### src/rtl/hsid_mse_sched.sv
// hsid_mse_sched: sequencer for the hsid_mse datapath.
// After a start pulse it streams one pixel vector against the first N library
// vectors, gathers the MSE results and reports the minimum and its reference.
//
// Ports:
//   clk, rst_n                    clock (rising edge), async active-low reset
//   start, library_size           command pulse and vector count (sampled in IDLE)
//   pixel_addr/pixel_data         pixel buffer read port (1-cycle read latency)
//   lib_addr/lib_data             library read port (1-cycle read latency)
//   mem_rd_en                     read enable shared by both memories
//   element_*                     element pair stream towards hsid_mse
//   vctr_ref                      library index of the current element pair
//   mse_value/mse_ref/mse_valid   results returned by hsid_mse
//   busy, done                    operation status, one-cycle completion pulse
//   min_mse_value/min_mse_ref     best result of the last run
//   ref_error                     sticky out-of-order result flag
module hsid_mse_sched #(
  parameter  int WORD_WIDTH       = 32,
  parameter  int DATA_WIDTH       = 16,
  parameter  int HSI_BANDS        = 128,
  parameter  int HSI_LIBRARY_SIZE = 32,
  localparam int DATA_PER_WORD    = WORD_WIDTH / DATA_WIDTH,
  localparam int ELEMENTS         = HSI_BANDS / DATA_PER_WORD,
  localparam int LIB_ADDR         = $clog2(HSI_LIBRARY_SIZE),
  localparam int EL_W             = $clog2(ELEMENTS),
  localparam int LA_W             = LIB_ADDR + EL_W
) (
  input  logic                  clk,
  input  logic                  rst_n,
  input  logic                  start,
  input  logic [LIB_ADDR:0]     library_size,
  output logic [EL_W-1:0]       pixel_addr,
  input  logic [WORD_WIDTH-1:0] pixel_data,
  output logic [LA_W-1:0]       lib_addr,
  input  logic [WORD_WIDTH-1:0] lib_data,
  output logic                  mem_rd_en,
  output logic                  element_start,
  output logic                  element_last,
  output logic [WORD_WIDTH-1:0] element_a,
  output logic [WORD_WIDTH-1:0] element_b,
  output logic                  element_valid,
  output logic [LIB_ADDR-1:0]   vctr_ref,
  input  logic [WORD_WIDTH-1:0] mse_value,
  input  logic [LIB_ADDR-1:0]   mse_ref,
  input  logic                  mse_valid,
  output logic                  busy,
  output logic                  done,
  output logic [WORD_WIDTH-1:0] min_mse_value,
  output logic [LIB_ADDR-1:0]   min_mse_ref,
  output logic                  ref_error
);

  localparam logic [LIB_ADDR:0] N_MAX  = (LIB_ADDR+1)'(HSI_LIBRARY_SIZE);
  localparam logic [EL_W-1:0]   J_LAST = EL_W'(ELEMENTS - 1);

  typedef enum logic [1:0] {S_IDLE, S_STREAM, S_DRAIN, S_DONE} state_t;

  state_t                r_state;
  logic [LIB_ADDR:0]     r_n;
  logic [LIB_ADDR:0]     r_cnt;
  logic [EL_W-1:0]       r_j;
  logic [LIB_ADDR-1:0]   r_ref;
  logic                  r_rd_en;
  logic                  r_busy;
  logic                  r_done;
  logic                  r_ref_err;
  logic [WORD_WIDTH-1:0] r_min;
  logic [LIB_ADDR-1:0]   r_min_ref;

  // Framing stage aligned with the memory access cycle.
  logic                  r_s1_valid;
  logic                  r_s1_start;
  logic                  r_s1_last;
  logic [LIB_ADDR-1:0]   r_s1_ref;

  // Output stage, aligned with the returned memory data.
  logic                  r_el_valid;
  logic                  r_el_start;
  logic                  r_el_last;
  logic [WORD_WIDTH-1:0] r_el_a;
  logic [WORD_WIDTH-1:0] r_el_b;
  logic [LIB_ADDR-1:0]   r_el_ref;

  logic [LIB_ADDR:0]     w_n_sat;
  logic                  w_last_j;
  logic                  w_last_ref;
  logic                  w_collect;
  logic [LA_W-1:0]       w_lib_addr;

  assign w_n_sat    = (library_size > N_MAX) ? N_MAX : library_size;
  assign w_last_j   = (r_j == J_LAST);
  assign w_last_ref = ({1'b0, r_ref} == (r_n - 1'b1));
  assign w_collect  = mse_valid && ((r_state == S_STREAM) || (r_state == S_DRAIN));
  assign w_lib_addr = LA_W'(r_ref) * LA_W'(ELEMENTS) + LA_W'(r_j);

  always_ff @(posedge clk or negedge rst_n) begin
    if (!rst_n) begin
      r_state   <= S_IDLE;
      r_n       <= '0;
      r_cnt     <= '0;
      r_j       <= '0;
      r_ref     <= '0;
      r_rd_en   <= 1'b0;
      r_busy    <= 1'b0;
      r_done    <= 1'b0;
      r_ref_err <= 1'b0;
      r_min     <= '1;
      r_min_ref <= '0;
    end else begin
      r_done <= 1'b0;
      // Never active in IDLE, so it cannot collide with the start-time clears.
      if (w_collect) begin
        r_cnt <= r_cnt + 1'b1;
        if ({1'b0, mse_ref} != r_cnt) r_ref_err <= 1'b1;
        // Strict compare: a tie keeps the earlier reference.
        if (mse_value < r_min) begin
          r_min     <= mse_value;
          r_min_ref <= mse_ref;
        end
      end
      case (r_state)
        S_IDLE: begin
          if (start) begin
            r_n       <= w_n_sat;
            r_cnt     <= '0;
            r_min     <= '1;
            r_min_ref <= '0;
            r_ref_err <= 1'b0;
            r_busy    <= 1'b1;
            r_j       <= '0;
            r_ref     <= '0;
            if (w_n_sat == '0) begin
              r_state <= S_DONE;
              r_done  <= 1'b1;
            end else begin
              r_state <= S_STREAM;
              r_rd_en <= 1'b1;
            end
          end
        end
        S_STREAM: begin
          if (w_last_j && w_last_ref) begin
            r_rd_en <= 1'b0;
            r_state <= S_DRAIN;
          end else if (w_last_j) begin
            r_j   <= '0;
            r_ref <= r_ref + 1'b1;
          end else begin
            r_j <= r_j + 1'b1;
          end
        end
        S_DRAIN: begin
          if (r_cnt == r_n) begin
            r_state <= S_DONE;
            r_done  <= 1'b1;
          end
        end
        S_DONE: begin
          r_state <= S_IDLE;
          r_busy  <= 1'b0;
        end
        default: r_state <= S_IDLE;
      endcase
    end
  end

  always_ff @(posedge clk or negedge rst_n) begin
    if (!rst_n) begin
      r_s1_valid <= 1'b0;
      r_s1_start <= 1'b0;
      r_s1_last  <= 1'b0;
      r_s1_ref   <= '0;
      r_el_valid <= 1'b0;
      r_el_start <= 1'b0;
      r_el_last  <= 1'b0;
      r_el_a     <= '0;
      r_el_b     <= '0;
      r_el_ref   <= '0;
    end else begin
      r_s1_valid <= r_rd_en;
      r_s1_start <= r_rd_en && (r_j == '0);
      r_s1_last  <= r_rd_en && w_last_j;
      r_s1_ref   <= r_ref;
      r_el_valid <= r_s1_valid;
      r_el_start <= r_s1_start;
      r_el_last  <= r_s1_last;
      if (r_s1_valid) begin
        r_el_a   <= pixel_data;
        r_el_b   <= lib_data;
        r_el_ref <= r_s1_ref;
      end
    end
  end

  assign pixel_addr    = r_j;
  assign lib_addr      = w_lib_addr;
  assign mem_rd_en     = r_rd_en;
  assign element_valid = r_el_valid;
  assign element_start = r_el_start;
  assign element_last  = r_el_last;
  assign element_a     = r_el_a;
  assign element_b     = r_el_b;
  assign vctr_ref      = r_el_ref;
  assign busy          = r_busy;
  assign done          = r_done;
  assign min_mse_value = r_min;
  assign min_mse_ref   = r_min_ref;
  assign ref_error     = r_ref_err;

endmodule

### config.mk
export PLATFORM = sky130hd
export DESIGN_NAME = hsid_mse_sched
export DESIGN_NICKNAME = d
export VERILOG_FILES = /design/src/rtl/hsid_mse_sched.sv
export SDC_FILE = /design/constraint.sdc
export NUM_CORES = 1
export LEC_CHECK = 0
export CORE_MARGIN = 4
export CORE_UTILIZATION = 30
export CTS_CLUSTER_DIAMETER = 120
export DETAILED_ROUTE_END_ITERATION = 8
export DONT_BUFFER_PORTS = 1
export PLACE_DENSITY_LB_ADDON = 0.15
export SKIP_LAST_GASP = 1
export SYNTH_ARGS = -nofsm -noshare
export SYNTH_HDL_FRONTEND = slang
export SYNTH_SLANG_ARGS = --single-unit
### constraint.sdc
create_clock -name clk -period 4.85 [get_ports clk]
set_clock_uncertainty 0.15 [all_clocks]
set_input_delay 0.7275 -clock clk [delete_from_list [all_inputs] [get_ports clk]]
set_output_delay 0.7275 -clock clk [all_outputs]
set_load 0.03 [all_outputs]
; ---- Word-level counts from Yosys, hierarchy flattened
; Index checks and enable logic that the tools add are counted.
[word_totals]
register_bits = 146
[op_classes]
addsub = 5
order_cmp = 2
n_eq_ne = 13
n_mux = 39
n_reduce_logical = 16
[op_table]
columns = cell, n
row1 = $mux 32, 4
row2 = $mux 6, 7
row3 = $mux 5, 7
row4 = $lt 32x32->1, 1
row5 = $add 6x1->6 const B, 2
row6 = $logic_not 6->1, 2
row7 = $pmux 6 s2, 1
row8 = $add 11x6->11, 1
row9 = $mux 1, 11
row10 = $pmux 5 s2, 1
row11 = $mux 2, 4
row12 = $ne 2x2->1 const B, 4
row13 = $pmux 2 s4, 1
row14 = $reduce_and 4->1, 2
row15 = $eq 5x6->1, 1
row16 = $eq 6x6->1, 1
row17 = $eq 6x6->1 const B, 1
row18 = $gt 6x6->1 const B, 1
row19 = $ne 5x6->1, 1
row20 = $pmux 1 s2, 3
row21 = $reduce_and 3->1, 2
row22 = $sub 6x1->6 const B, 1
row23 = $add 5x1->5 const B, 1
row24 = $eq 2x2->1 const B, 2
row25 = 7 further kinds, 13

; ---- Logic depth before layout (Yosys ltp)
[depth]
word_depth = 6
ltp_mapped = 10

; ---- Worst setup path before layout
; OpenSTA, ideal clock, no wires.
[synth_path]
path_kind = input -> register
start = input mse_value[17]
end = register r_min_ref[3] (netlist: min_mse_ref[3])
setup_time_ns = 0.078
t_arrival_ns = 2.305
required_ns = 4.622
path_slack_ns = 2.316
cell_stages = 8
n_path_buf = 1
cell_sequence = ha_1 > a21oi_1 > o21ai_0 > a211oi_1 > o311ai_1 > clkbuf_1 > or3b_2 > a21oi_1
[synth_via]
elab_chain_len = 5
[synth_lines]
columns = element, line
row1 = from (decl), 43  ; input logic [WORD_WIDTH-1:0] mse_value,
row2 = $lt 32x32->1 (*), 116  ; if (mse_value < r_min) begin
row3 = $mux 5 (*), 116
row4 = $mux 5 (*), 112  ; if (w_collect) begin
row5 = $mux 5, 123  ; if (start) begin
row6 = $mux 5 (*), 121  ; case (r_state)
row7 = to (signal assigned), 118  ; r_min_ref <= mse_ref;
row8 = to (decl), 68  ; logic [LIB_ADDR-1:0] r_min_ref;
; Mark *: on every way between the ends. The rest lies on a longest branch, timed or not.
; A chain may end at the register's enable or synchronous reset.

; ---- Worst setup path after layout
[layout_path]
start = register r_min[15] (netlist: min_mse_value[15])
end = register r_min_ref[3] (netlist: min_mse_ref[3])
[layout_via]
elab_chain_len = 5
[layout_lines]
columns = element, line
row1 = from (decl), 67  ; logic [WORD_WIDTH-1:0] r_min;
row2 = from (signal assigned), 117  ; r_min <= mse_value;
row3 = $lt 32x32->1 (*), 116
row4 = $mux 5 (*), 116
row5 = $mux 5 (*), 112
row6 = $mux 5, 123
row7 = $mux 5 (*), 121
; Marks and branches as above.

==> results.yml <==
timing:
  rsz0062_at_grt: "no"
  layout_min_cycle_time_ns: 3.505
  setup-tns-final_ns: 0
  hold_violations: 0
  fmax_mhz: 285.3
  setup_ws_ns: 1.345
  slew_violations: 0
  tightest_slew_ns: 1.038
  final.period_utilization_pct: 72.27
  slew_headroom_pct: 30.77
  setup_viol: 0
drt:
  drt-initial-drc-count: 304
  post_drt_wl_per_cell_um: 18.63
  drt-total-wl_um: 18070
  drt_first_pass_iters: 4
  drtAntennaViolNets: 0
  via_per_inst: 4.936
  drcViolationCount: 0
  via_count: 4788
logic_synthesis:
  synth.ff_latch_count: 146
  ys_warn_count: 0
  synth_compound_area_share_pct: 11.92
  synth_top_area_cell: "dfrtp_1"
  async_flop_share_pct: 100.0
  muxShareOfSynthArea_pct: 11.54
  syn_inst: 657
  syn_nets: 808
  ys_top_cells_by_area: "dfrtp_1 39%, dfstp_2 12%, mux2_2 11%, ha_1 6.9%, o21ai_0 3.6%"
  synth.distinct_cells: 57
  synth_common_cells: "114 x dfrtp_1, 69 x mux2_2, 52 x o21ai_0"
  syn_area_per_cell_um2: 11.04
  synth_xor_area_share_pct: 2.536
  synth_top_area_share_pct: 39.34
  synth_area_mm2: 0.007252
  synth_top_family_by_area: "compound AO/OA/AOI/OAI gates"
  synthFlopType: "dfrtp_1"
  synth-edff-count: 0
  synth-simple-area-share_pct: 10.77
  yosys.area_share.adder_pct: 6.901
  post-synth-top-count-cell: "dfrtp_1"
  synth-seq-area-share_pct: 50.93
critical_path:
  slowest_stage: "a21oi_4"
  critPathLaunch: "min_mse_value[15]"
  worstPathArrival_ns: 3.68
  worst-setup-path-type: "flop to flop"
  cp.required_ns: 5.03
  reg2reg_from: "min_mse_value[15]"
  rrSetupSlack_ns: 1.34
  cp-end-kind: "flop"
  slowest_delay_ns: 0.67
  crit_chain: "inv_1 -> ha_1 -> nand2_1 -> nor4_1 -> a32oi_1 -> a21oi_4 -> buf_4 -> o21ai_0 -> a21oi_1"
  crit_fanout: 46
  cp-start-kind: "flop"
power_and_ir_drop:
  total_power_w: 0.004675
  peakVddDrop_uv: 221.8
  p_per_area_mw_per_mm2: 577.0
  p_leak_nw: 3.575
layout:
  final_cell_area_mm2: 0.008103
  drive_gt1_share_pct: 24.27
  seq_area_mm2: 0.003695
  synthToLayoutAreaGrowth_pct: 11.73
  multiInputGateArea_mm2: 0.003196
  fin_nets: 790
  diodes: 0
  fill_cells: 2371
  final_cells: 970
hold_path:
  hold_path.class: "primary input to async pin"
place:
  io_buffers: 0
  place_area_mm2: 0.007473
  placed_cells: 937
  dpl.hpwl_um: 13050
  pre_cts_ws_ns: 1.383
  place.gp.congestion: 0.8151
clock_tree:
  ctsResizeCount: 0
  cts_sinks: 146
  cts_setup_buffers: 0
  insertion_delay_ns: 0.42
  h-tree-depth: 4
  cts-root-buf: "clkbuf_16"
  ctsHoldBuffers: 2
  clk_path_buf_depth: 2
  cts_tree: "yes"
  cts_inserted_buffers: 17
  clk_pin_slew_ns: 0.07
floorplanning:
  ioPinCount: 241
  std_cell_rows: 56
  die_h_um: 163.5
  die_area_mm2: 0.02672
  start_util_pct: 30.71
  die_x_um: 163.5
  design.core.area_mm2: 0.02361
run_status:
  outcome: "finished, final reports clean"
global_route:
  grt_pass1_wl_um: 27970
  grt_max_degree: 133
  grt_use_total_pct: 13.25
  grt-ovfl-total: 0
  grt_pass1_vias: 5062
  antenna_found_initial: 0
flow_run:
  drv_cap: 0
[registers in the layout (all words and copies together), names as in the netlist, 6 cells and up]
name / count
min_mse_value: 32
r_cnt: 6
element_a: 32
element_b: 32
r_n: 6
pixel_addr: 6
[placed cells by master (no fill, tap or decap), drive strengths merged, types with 2 or more instances in the layout]
cell	Yosys	layout
buf	24	5
o211ai	2	2
a41oi	2	2
xor2	14	14
or3b	6	6
nand3	6	6
nand3b	5	5
and3	3	3
nand4	8	8
and2	4	4
dfrtp	114	114
bufinv	0	2
o21ai	58	58
ha	40	40
dfstp	32	32
a211oi	2	2
o311ai	2	2
nor3	37	37
a31oi	3	3
nor2b	3	3
nor2	23	23
o21a	32	32
nand2	42	42
a21oi	31	31
nor4	6	6
nor3b	2	2
inv	41	50
xnor2	7	7
clkinvlp	0	3
mux2	69	69
clkbuf	17	17
mux2i	6	6
[metrics by stage]
stage / hold slack [ns] / util, %
CTS: 0.1590 / 34.32
detailed placement: 0.1893 / 31.65
global route: 0.1700 / 34.32
finish: 0.1262 / 34.32
global placement: 0.1852 / 31.65
floorplan: 0.1812 / -
[where the power goes]
group          switching [W]  total (W)  internal (W)
clock               0.000567    0.00134      0.000774
combinational       0.000693    0.00118      0.000485
sequential          0.000629    0.00215       0.00153
total                0.00189    0.00468       0.00279
[area by class of cell]
class,instances,share of cell area [%]
Multi-Input combinational cell,427,39.44
Inverter,41,1.899
Tap cell,319,4.926
Clock buffer,17,5.250
Clock inverter,14,2.054
Sequential cell,146,45.60
Timing Repair Buffer,6,0.8338
[cells by family (layout without fill, tap and decap cells)]
family	after synthesis	count (layout)
simple gates	151	151
flops	146	146
compound gates	140	140
buf+inv	84	78
mux	75	75
fa+ha+maj	40	40
xor+xnor	21	21
[final timing paths]
kind | end | depth (start not counted)
min | element_b[27] | 1
min in group clk | element_start | 0
min reg2reg | element_start | 0
max reg2reg | min_mse_ref[3] | 9
max | min_mse_ref[3] | 9
max in group asynchronous | min_mse_value[27] | 1
[worst max-delay path, delay by kind of cell (launching register included)]
kind,cells,cell delay [ns]
AO/OA/AOI/OAI,4,1.23
AND/OR/NAND/NOR,2,0.48
flip-flops,1,0.63
adder cells (fa/ha/maj),1,0.30
buffers and inverters,2,0.62
[per-layer routing]
metal / track usage [%] / part of all wire [%]
met5: 0 / 0
met2: 21.08 / 46
met4: 5.185 / 2.2
met3: 5.173 / 10
met1: 16.23 / 41
No activity file was read; power rests on OpenSTA's default activity.
